===== src/rtl/mod_fetch_pc_unit.sv =====
// Fetch stage: program counter, single-outstanding instruction-memory requester and IF/ID latch.
// state  | meaning
// S_IDLE | first cycle out of reset, no request yet
// S_REQ  | request for pc presented to instruction memory
// S_WAIT | request accepted, waiting for the response
// S_HOLD | response captured in the hold buffer, decode is stalled
module mod_fetch_pc_unit #(
  parameter logic [31:0] RESET_PC  = 32'h0000_0000,
  parameter logic [31:0] NOP_INSTR = 32'h0000_0000
) (
  input  logic        clk,
  input  logic        reset_n,
  input  logic [31:0] next_address,
  input  logic        branch_taken,
  output logic [31:0] pc_plus_4,
  output logic [31:0] pc,
  output logic        imem_req_valid,
  input  logic        imem_req_ready,
  output logic [31:0] imem_addr,
  input  logic        imem_rsp_valid,
  input  logic [31:0] imem_rsp_data,
  input  logic        id_stall,
  output logic        if_id_valid,
  output logic [31:0] if_id_instr,
  output logic [31:0] if_id_pc,
  output logic [31:0] if_id_pc_plus_4
);

  typedef enum logic [1:0] {S_IDLE, S_REQ, S_WAIT, S_HOLD} state_t;

  state_t      state_q;
  logic        drop_q;
  logic [31:0] pc_q;
  logic [31:0] hold_q;
  logic        if_id_valid_q;
  logic [31:0] if_id_instr_q;
  logic [31:0] if_id_pc_q;
  logic [31:0] if_id_pc_plus_4_q;

  logic load_ok;
  logic consume;

  assign pc_plus_4       = pc_q + 32'd4;
  assign pc              = pc_q;
  assign imem_addr       = pc_q;
  assign imem_req_valid  = (state_q == S_REQ);
  assign if_id_valid     = if_id_valid_q;
  assign if_id_instr     = if_id_instr_q;
  assign if_id_pc        = if_id_pc_q;
  assign if_id_pc_plus_4 = if_id_pc_plus_4_q;

  assign load_ok = !if_id_valid_q || !id_stall;
  assign consume = if_id_valid_q && !id_stall;

  always_ff @(posedge clk or negedge reset_n) begin
    if (!reset_n) begin
      state_q           <= S_IDLE;
      drop_q            <= 1'b0;
      pc_q              <= RESET_PC;
      hold_q            <= 32'h0;
      if_id_valid_q     <= 1'b0;
      if_id_instr_q     <= NOP_INSTR;
      if_id_pc_q        <= 32'h0;
      if_id_pc_plus_4_q <= 32'h0;
    end else if (branch_taken) begin
      // Redirect wins over everything, including a decode stall.
      pc_q          <= next_address;
      if_id_valid_q <= 1'b0;
      if_id_instr_q <= NOP_INSTR;
      case (state_q)
        S_IDLE: state_q <= S_REQ;
        S_REQ: begin
          if (imem_req_ready) begin
            state_q <= S_WAIT;
            drop_q  <= 1'b1;
          end
        end
        S_WAIT: begin
          if (imem_rsp_valid) begin
            drop_q  <= 1'b0;
            state_q <= S_REQ;
          end else begin
            drop_q  <= 1'b1;
          end
        end
        S_HOLD: state_q <= S_REQ;
        default: state_q <= S_IDLE;
      endcase
    end else begin
      if (consume) begin
        if_id_valid_q <= 1'b0;
      end
      case (state_q)
        S_IDLE: state_q <= S_REQ;
        S_REQ: begin
          if (imem_req_ready) begin
            state_q <= S_WAIT;
          end
        end
        S_WAIT: begin
          if (imem_rsp_valid) begin
            if (drop_q) begin
              drop_q  <= 1'b0;
              state_q <= S_REQ;
            end else if (load_ok) begin
              if_id_valid_q     <= 1'b1;
              if_id_instr_q     <= imem_rsp_data;
              if_id_pc_q        <= pc_q;
              if_id_pc_plus_4_q <= pc_plus_4;
              pc_q              <= next_address;
              state_q           <= S_REQ;
            end else begin
              hold_q  <= imem_rsp_data;
              state_q <= S_HOLD;
            end
          end
        end
        S_HOLD: begin
          if (load_ok) begin
            if_id_valid_q     <= 1'b1;
            if_id_instr_q     <= hold_q;
            if_id_pc_q        <= pc_q;
            if_id_pc_plus_4_q <= pc_plus_4;
            pc_q              <= next_address;
            state_q           <= S_REQ;
          end
        end
        default: state_q <= S_IDLE;
      endcase
    end
  end

endmodule

===== config.mk =====
export PLATFORM = sky130hd
export DESIGN_NAME = mod_fetch_pc_unit
export DESIGN_NICKNAME = d
export VERILOG_FILES = /design/src/rtl/mod_fetch_pc_unit.sv
export SDC_FILE = /design/constraint.sdc
export NUM_CORES = 1
export LEC_CHECK = 0
export ABC_CLOCK_PERIOD_IN_PS = 1800
export CAP_MARGIN = 15
export CELL_PAD_IN_SITES_DETAIL_PLACEMENT = 2
export CELL_PAD_IN_SITES_GLOBAL_PLACEMENT = 2
export CORE_ASPECT_RATIO = 2
export CORE_MARGIN = 2
export CORE_UTILIZATION = 36
export CTS_CLUSTER_DIAMETER = 150
export DETAILED_ROUTE_END_ITERATION = 16
export DONT_BUFFER_PORTS = 1
export HOLD_SLACK_MARGIN = 0.06
export PLACE_DENSITY_LB_ADDON = 0.1
export SLEW_MARGIN = 20
export SYNTH_ARGS = -nofsm -noshare
export SYNTH_HDL_FRONTEND = slang
export SYNTH_SLANG_ARGS = --single-unit

===== constraint.sdc =====
create_clock -name clk -period 1.8 [get_ports clk]
set_input_delay 0.18 -clock clk [delete_from_list [all_inputs] [get_ports clk]]
set_output_delay 0.18 -clock clk [all_outputs]
set_load 0.01 [all_outputs]

==> key figures, run 1 <==
Power
  – Switching Share: 39.0%
  – Leak: 5.39 nW
  – Seq pwr share: 34.2%
  – Total net switching power: 7.42 mW
  – Power Total: 19.0 mW
  – Worst VDD drop: 1090 uV
  – Comb pwr share: between 40 and 50%
  – Int Pwr: between 10 and 15 mW
  – Clock share of power: 21.2%
  – PD cells: 1540 nW/um^2

Route
  – Via Count: 6232
  – Vias per inst: 5.60
  – Post-DRT Antenna Nets: 0
  – WL final: 35.1 mm
  – Iter 0 DRT Violations: 226
  – Drt pass-1 iters: 4
  – Drt wl/cell: 31.5 um
  – Final routed DRC violation total: 0

STA
  – Clock Skew: 0.0112 ns
  – Final setup fails: 184
  – Max Freq: 0.421 GHz
  – Rel. slew slack: 70.1%
  – Worst-margin pin slew: between 0.4 and 0.5 ns
  – RSZ-0062 raised after global routing: true
  – Setup TNS: -45.27 ns
  – Worst hold slack: -0.583 ns
  – Max Slew Vio Count: 0
  – Final Critical Period: between 2 and 2.5 ns
  – Final worst-path cycle share: 132%
  – Final Hold Fails: about 160
  – Final WS setup: -0.577 ns

Clock network
  – CTS Root Buffer Type: clkbuf_16
  – CTS clock-pin slew for the worst setup and hold paths: 0.07 ns
  – CTS tree: yes
  – TritonCTS Buffers: 17
  – Sink Count: 162
  – Clock latency on the worst-skew pair: 0.45 ns
  – Maximum buffer depth of the clock tree: 2
  – H-tree Lvls: 4

Critical path
  – CP Capture Type: primary output
  – CP Launch Type: flop
  – CP Class: flop to primary output
  – Critical Path AT: 2.20 ns
  – CP Data Required Time: 1.62 ns
  – Worst-path maximum fanout: 4

Floorplan
  – Full die area: about 22000 sq um
  – Starting density of the core: 36.4%
  – Die H: 209 um
  – Core Area: about 21000 sq um
  – Core Rows: 75
  – Die W: 107 um
  – # IOs: 264

Global routing
  – Met1 GRT Util: 28.4%
  – Gr busiest metal: met2
  – Global-route wire length before repair: around 49 mm
  – Initial antenna violation count: 0
  – Grt ovf: 0
  – GRT Total Usage: between 20% and 30%
  – GRT met2 Usage: 59.2%
  – Largest net degree at the start of global routing: about 160
  – Vias in the first global route: 7341
  – Routing usage on met3: under 10%

Min path
  – Hold/Removal Path Class: input port to asynchronous set/reset pin

Placement
  – Port Buf Inserts: 0
  – RePlAce Congestion: 0.786
  – Post-DP HPWL: 16.6 mm

Logic synthesis
  – Fraction of registers with async set/reset: 100%
  – Post-synth EDFFs: 0
  – Syn Inst Count: 623
  – Synthesis Warnings: 0
  – Post-synth cell types: 44
  – Seq/Total Area, Yosys: 53.5%
  – Netlist Area Pre-Place: ~7600 sq um
  – Flop and latch count out of synthesis: around 160
  – Synth Net Count: between 600 and 700
  – Most used flip-flop cell after synthesis: dfrtp_1
  – Avg Cell Area, Syn: 12.2 sq um

Cells and area
  – Area Overhead vs Synth: 62.9%
  – Total Nets Final: 905
  – Commonest cells after routing, fill and taps aside: dfrtp_1 (154), buf_4 (106), mux2_4 (79)
  – Ant. Diodes: 0
  – Finished Core Util: roughly 59%
  – Commonest non-fill, non-tap cell in the layout: dfrtp_1
  – Layout cell share with drive strength beyond 1: approximately three fifths

Outcome
  – Failing checks: hold timing, setup timing
  – Status: complete, but fails checks

Job
  – Maxcap violations: 0
==> power groups by stage <==
stage                     logic [mW]  clock network (mW)  registers (mW)
after floorplan                 3.18                   0            6.16
after global placement          4.32                   0            6.29
after detailed placement        4.57                   0            6.35
after CTS                       7.74                4.05            6.36
after global routing            8.92                4.22            6.63
final                           8.50                4.04            6.51
==> worst max-delay path: stages, from the launching register on <==
cell	delay [ns]
dfrtp_2	0.44
nand2_2	0.09
or4_4	0.57
or4_4	0.53
nand2_4	0.12
==> synthesized netlist by cell type (3+ instances only) <==
| library cell | instances | area [sq um] |
|---|---|---|
| nor4_1 | 3 | 18.8 |
| or4_1 | 8 | 60.1 |
| xnor2_1 | 10 | 87.6 |
| and4_1 | 4 | 35.0 |
| buf_2 | 19 | 95.1 |
| or3_1 | 4 | 25.0 |
| a31oi_1 | 15 | 93.8 |
| a211oi_1 | 32 | 240 |
| o21ai_0 | 6 | 30.0 |
| a21oi_1 | 3 | 15.0 |
| xor2_1 | 3 | 26.3 |
| dfrtp_1 | 162 | 4050 |
| buf_6 | 3 | 33.8 |
| clkbuf_1 | 13 | 48.8 |
| or4_4 | 3 | 33.8 |
| buf_4 | 39 | 293 |
| nor2_1 | 49 | 184 |
| o31ai_1 | 11 | 82.6 |
| nand2_1 | 28 | 105 |
| and3_1 | 3 | 18.8 |
| inv_1 | 10 | 37.5 |
| nand3_1 | 12 | 60.1 |
| mux2_2 | 111 | 1250 |
| ha_1 | 5 | 62.6 |
| nand4_1 | 10 | 62.6 |
| buf_1 | 3 | 11.3 |
| mux2i_1 | 33 | 330 |
==> per-layer routing <==
metal	wire length (um)	vias to the layer above	share of wire (%)
met5	0	-	0
met2	20700	237	59
li1	-	2620	-
met1	11500	3306	33
met4	1030	0	2.9
met3	1790	69	5.1
==> kinds of logic after synthesis <==
group | after synthesis | share of synthesized area [%]
AO/OA/AOI/OAI | 76 | 7.20
XOR/XNOR | 13 | 1.50
adder cells (fa/ha/maj) | 5 | 0.826
buffers and inverters | 88 | 6.92
flip-flops | 162 | 53.5
multiplexers | 144 | 20.9
AND/OR/NAND/NOR | 135 | 9.15
==> worst paths after layout <==
check | start | end | slack (ns) | depth (start not counted)
max in group asynchronous | reset_n | imem_addr[23]$_DFFE_PN0P_ | 2.03 | 0
worst min register to register | hold_q[26]$_DFFE_PN0P_ | hold_q[26]$_DFFE_PN0P_ | 0.51 | 1
worst max register to register | state_q[0]$_DFFE_PN0P_ | if_id_pc_plus_4[22]$_DFFE_PN0P_ | -0.35 | 11
min in group clk | imem_rsp_data[4] | if_id_instr[4]$_DFFE_PN0P_ | 0.14 | 2
worst min-delay path | reset_n | if_id_pc_plus_4[29]$_DFFE_PN0P_ | -0.58 | 0
worst max-delay path | imem_addr[22]$_DFFE_PN0P_ | pc_plus_4[31] | -0.58 | 4
==> area by class of cell <==
| type | instances | area (sq um) |
|---|---|---|
| Fill cell | 1801 | 8500 |
| Timing Repair Buffer | 266 | 2930 |
| Clock inverter | 15 | 203 |
| Sequential cell | 162 | 4060 |
| Tap cell | 269 | 337 |
| Inverter | 10 | 41.3 |
| Multi-Input combinational cell | 373 | 4340 |
| Clock buffer | 17 | 425 |
==> per-stage QoR <==
stage | worst slack [ns] | cells | cell area, sq um
floorplan | -0.0781 | 623 | 7740
global placement | -0.249 | 913 | 8360
detailed placement | -0.257 | 913 | 8360
CTS | -0.544 | 1081 | 11900
global route | -0.635 | 1112 | 12300
finish | -0.577 | 1112 | 12300
==> sequential cells by signal, indices dropped and copies added (netlist names) <==
| register | flops |
|---|---|
| if_id_pc | 30 |
| if_id_pc_plus_4 | 32 |
| state_q | 2 |
| imem_addr | 32 |
| if_id_valid | 1 |
| hold_q | 32 |
| drop_q | 1 |
| if_id_instr | 32 |
==> repair_timing <==
| action | CTS | global route |
|---|---|---|
| pin swaps | 46 | 50 |
| gates cloned | 18 | 0 |
| gates resized for setup | 301 | 96 |
| hold buffers | 69 | 1 |
| endpoints found under the hold margin | 262 | 163 |
| endpoints found under the setup margin | 187 | 188 |
| setup buffers | 51 | 52 |
Power figures use the tool's default switching activity.
==> run 2: changes to the inputs <==
--- a/config.mk
+++ b/config.mk
@@ -17,6 +17,7 @@
 export DONT_BUFFER_PORTS = 1
 export HOLD_SLACK_MARGIN = 0.06
 export PLACE_DENSITY_LB_ADDON = 0.1
+export SKIP_CTS_REPAIR_TIMING = 1
 export SLEW_MARGIN = 20
 export SYNTH_ARGS = -nofsm -noshare
 export SYNTH_HDL_FRONTEND = slang
==> key figures, run 2 (same netlist as run 1, synthesis figures left out) <==
Outcome
  – Status: complete, but fails checks
  – Failing checks: hold timing, setup timing

Job
  – Maxcap violations: 0

Floorplan
  – Full die area: between 20000 and 25000 sq um
  – # IOs: 264
  – Starting density of the core: a little over a third
  – Die H: 209 um
  – Core Area: 20800 sq um
  – Core Rows: 75
  – Die W: 107 um

Global routing
  – Global-route wire length before repair: 35.1 mm
  – Grt ovf: 0
  – GRT Total Usage: 20.9%
  – Initial antenna violation count: 1
  – Vias in the first global route: between 5000 and 6000
  – Largest net degree at the start of global routing: 163

Route
  – Final routed DRC violation total: 0
  – Drt pass-1 iters: 4
  – Post-DRT Antenna Nets: 0
  – Drt wl/cell: roughly 28 um
  – Vias per inst: 5.50
  – Via Count: between 5000 and 6000
  – WL final: between 20 and 30 mm
  – Iter 0 DRT Violations: 202

Clock network
  – H-tree Lvls: 4
  – CTS clock-pin slew for the worst setup and hold paths: 0.07 ns
  – CTS tree: yes
  – CTS Root Buffer Type: clkbuf_16
  – Maximum buffer depth of the clock tree: 2
  – Clock latency on the worst-skew pair: approximately 0.45 ns
  – TritonCTS Buffers: 17
  – Sink Count: 162

STA
  – RSZ-0062 raised after global routing: true
  – Final worst-path cycle share: 133%
  – Rel. slew slack: 65.2%
  – Max Freq: 0.419 GHz
  – Final Hold Fails: 162
  – Final setup fails: 147
  – Final Critical Period: 2.39 ns
  – Worst hold slack: -0.578 ns
  – Final WS setup: -0.586 ns
  – Clock Skew: 0.0120 ns
  – Max Slew Vio Count: 0
  – Worst-margin pin slew: 0.517 ns

Cells and area
  – Commonest non-fill, non-tap cell in the layout: dfrtp_1
  – Fillers: 1957
  – Area Overhead vs Synth: 46.1%
  – Register Area: 4060 sq um
  – Multi-input logic area: 3720 sq um
  – Finished Core Util: about 53%
  – Layout cell share with drive strength beyond 1: 51.1%
  – Commonest cells after routing, fill and taps aside: dfrtp_1 (157), buf_4 (104), mux2_2 (79)
  – Total Nets Final: 854
  – Final Cell Area: ~11000 sq um

Critical path
  – CP Launch Type: flop
  – CP cell instances: nand4_1 > or4_4 > or3_4 > nand2_4
  – Largest stage delay, worst path: 0.60 ns
  – CP Data Required Time: 1.62 ns
  – Critical Path AT: 2.21 ns
  – Top cell family by delay on the critical path: simple AND/OR/NAND/NOR gates
  – Highest-delay cell along the critical path: or4_4
  – Worst-path maximum fanout: 4
  – Flop2flop setup slack: -0.37 ns
  – CP Class: flop to primary output
  – CP Capture Type: primary output
  – Buf/Inv on CP: 0

Placement
  – Area after DPL: 8360 sq um
  – Post-DP HPWL: 16.6 mm
  – Port Buf Inserts: 0
  – RePlAce Congestion: 0.786

Min path
  – Hold/Removal Path Class: input port to asynchronous set/reset pin

Power
  – Leak: 4.83 nW
  – PD cells: 1570 nW/um^2
  – Worst VDD drop: around 1000 uV
run 2: cell types whose count changed in the layout (fill, tap and decap cells not counted), sizes merged:
cell,before,now
nand2,29,30
clkbuf,17,28
inv,14,15
dlygate4sd3,69,66
bufbuf,1,0
clkinvlp,3,2
buf,196,137
diode,0,1
run 2: final timing paths:
kind,startpoint,end,cells past startpoint
hold / removal,reset_n,if_id_pc_plus_4[29]$_DFFE_PN0P_,0
min in group clk,imem_rsp_data[15],if_id_instr[15]$_DFFE_PN0P_,2
max in group asynchronous,reset_n,hold_q[17]$_DFFE_PN0P_,0
hold reg to reg,hold_q[26]$_DFFE_PN0P_,hold_q[26]$_DFFE_PN0P_,1
setup reg to reg,state_q[0]$_DFFE_PN0P_,if_id_pc_plus_4[14]$_DFFE_PN0P_,8
setup / recovery,imem_addr[13]$_DFFE_PN0P_,pc_plus_4[27],4
run 2: worst reg2reg max path, delay by kind of cell, from the launching register on:
kind,cells,cell delay (ns)
mux,1,0.36
compound gates,1,0.31
fa+ha+maj,1,0.19
simple gates,1,0.12
buf+inv,4,0.68
flops,1,0.41
run 2: power breakdown:
part	leakage (nW)	internal, mW	switching (mW)
combinational	2.50	3.56	3.40
clock	0.305	2.34	1.65
sequential	2.02	4.81	1.59
run 2: layer usage:
metal / share of wire, % / global-route usage, % / vias to the layer above
met5: 0 / 0 / -
li1: - / - / 2513
met3: 5.4 / 8.08 / 57
met4: 3.1 / 8.15 / 0
met2: 59 / 40.0 / 201
met1: 32 / 19.3 / 3068
run 2: area by class of cell:
type,count,area share [%]
flip-flops and latches,162,36.7
multi-input cells,374,33.6
repair buffers,214,20.6
clock buffers,17,3.84
well taps,269,3.04
clock inverters,15,1.83
inverters,10,0.339
diodes,1,0.0226
run 2: through the flow:
stage	cells	setup TNS [ns]	power, mW	worst slack, ns	hold WS [ns]
6_report	1062	-39.43	17.3	-0.586	-0.578
5_1_grt	1062	-55.28	18.1	-0.625	-0.607
4_1_cts	945	-38.25	15.0	-0.753	-0.603
3_5_place_dp	913	-23.64	10.9	-0.257	-0.112
3_3_place_gp	913	-12.82	10.6	-0.249	-0.112
2_1_floorplan	623	-2.47	9.33	-0.0781	-0.116
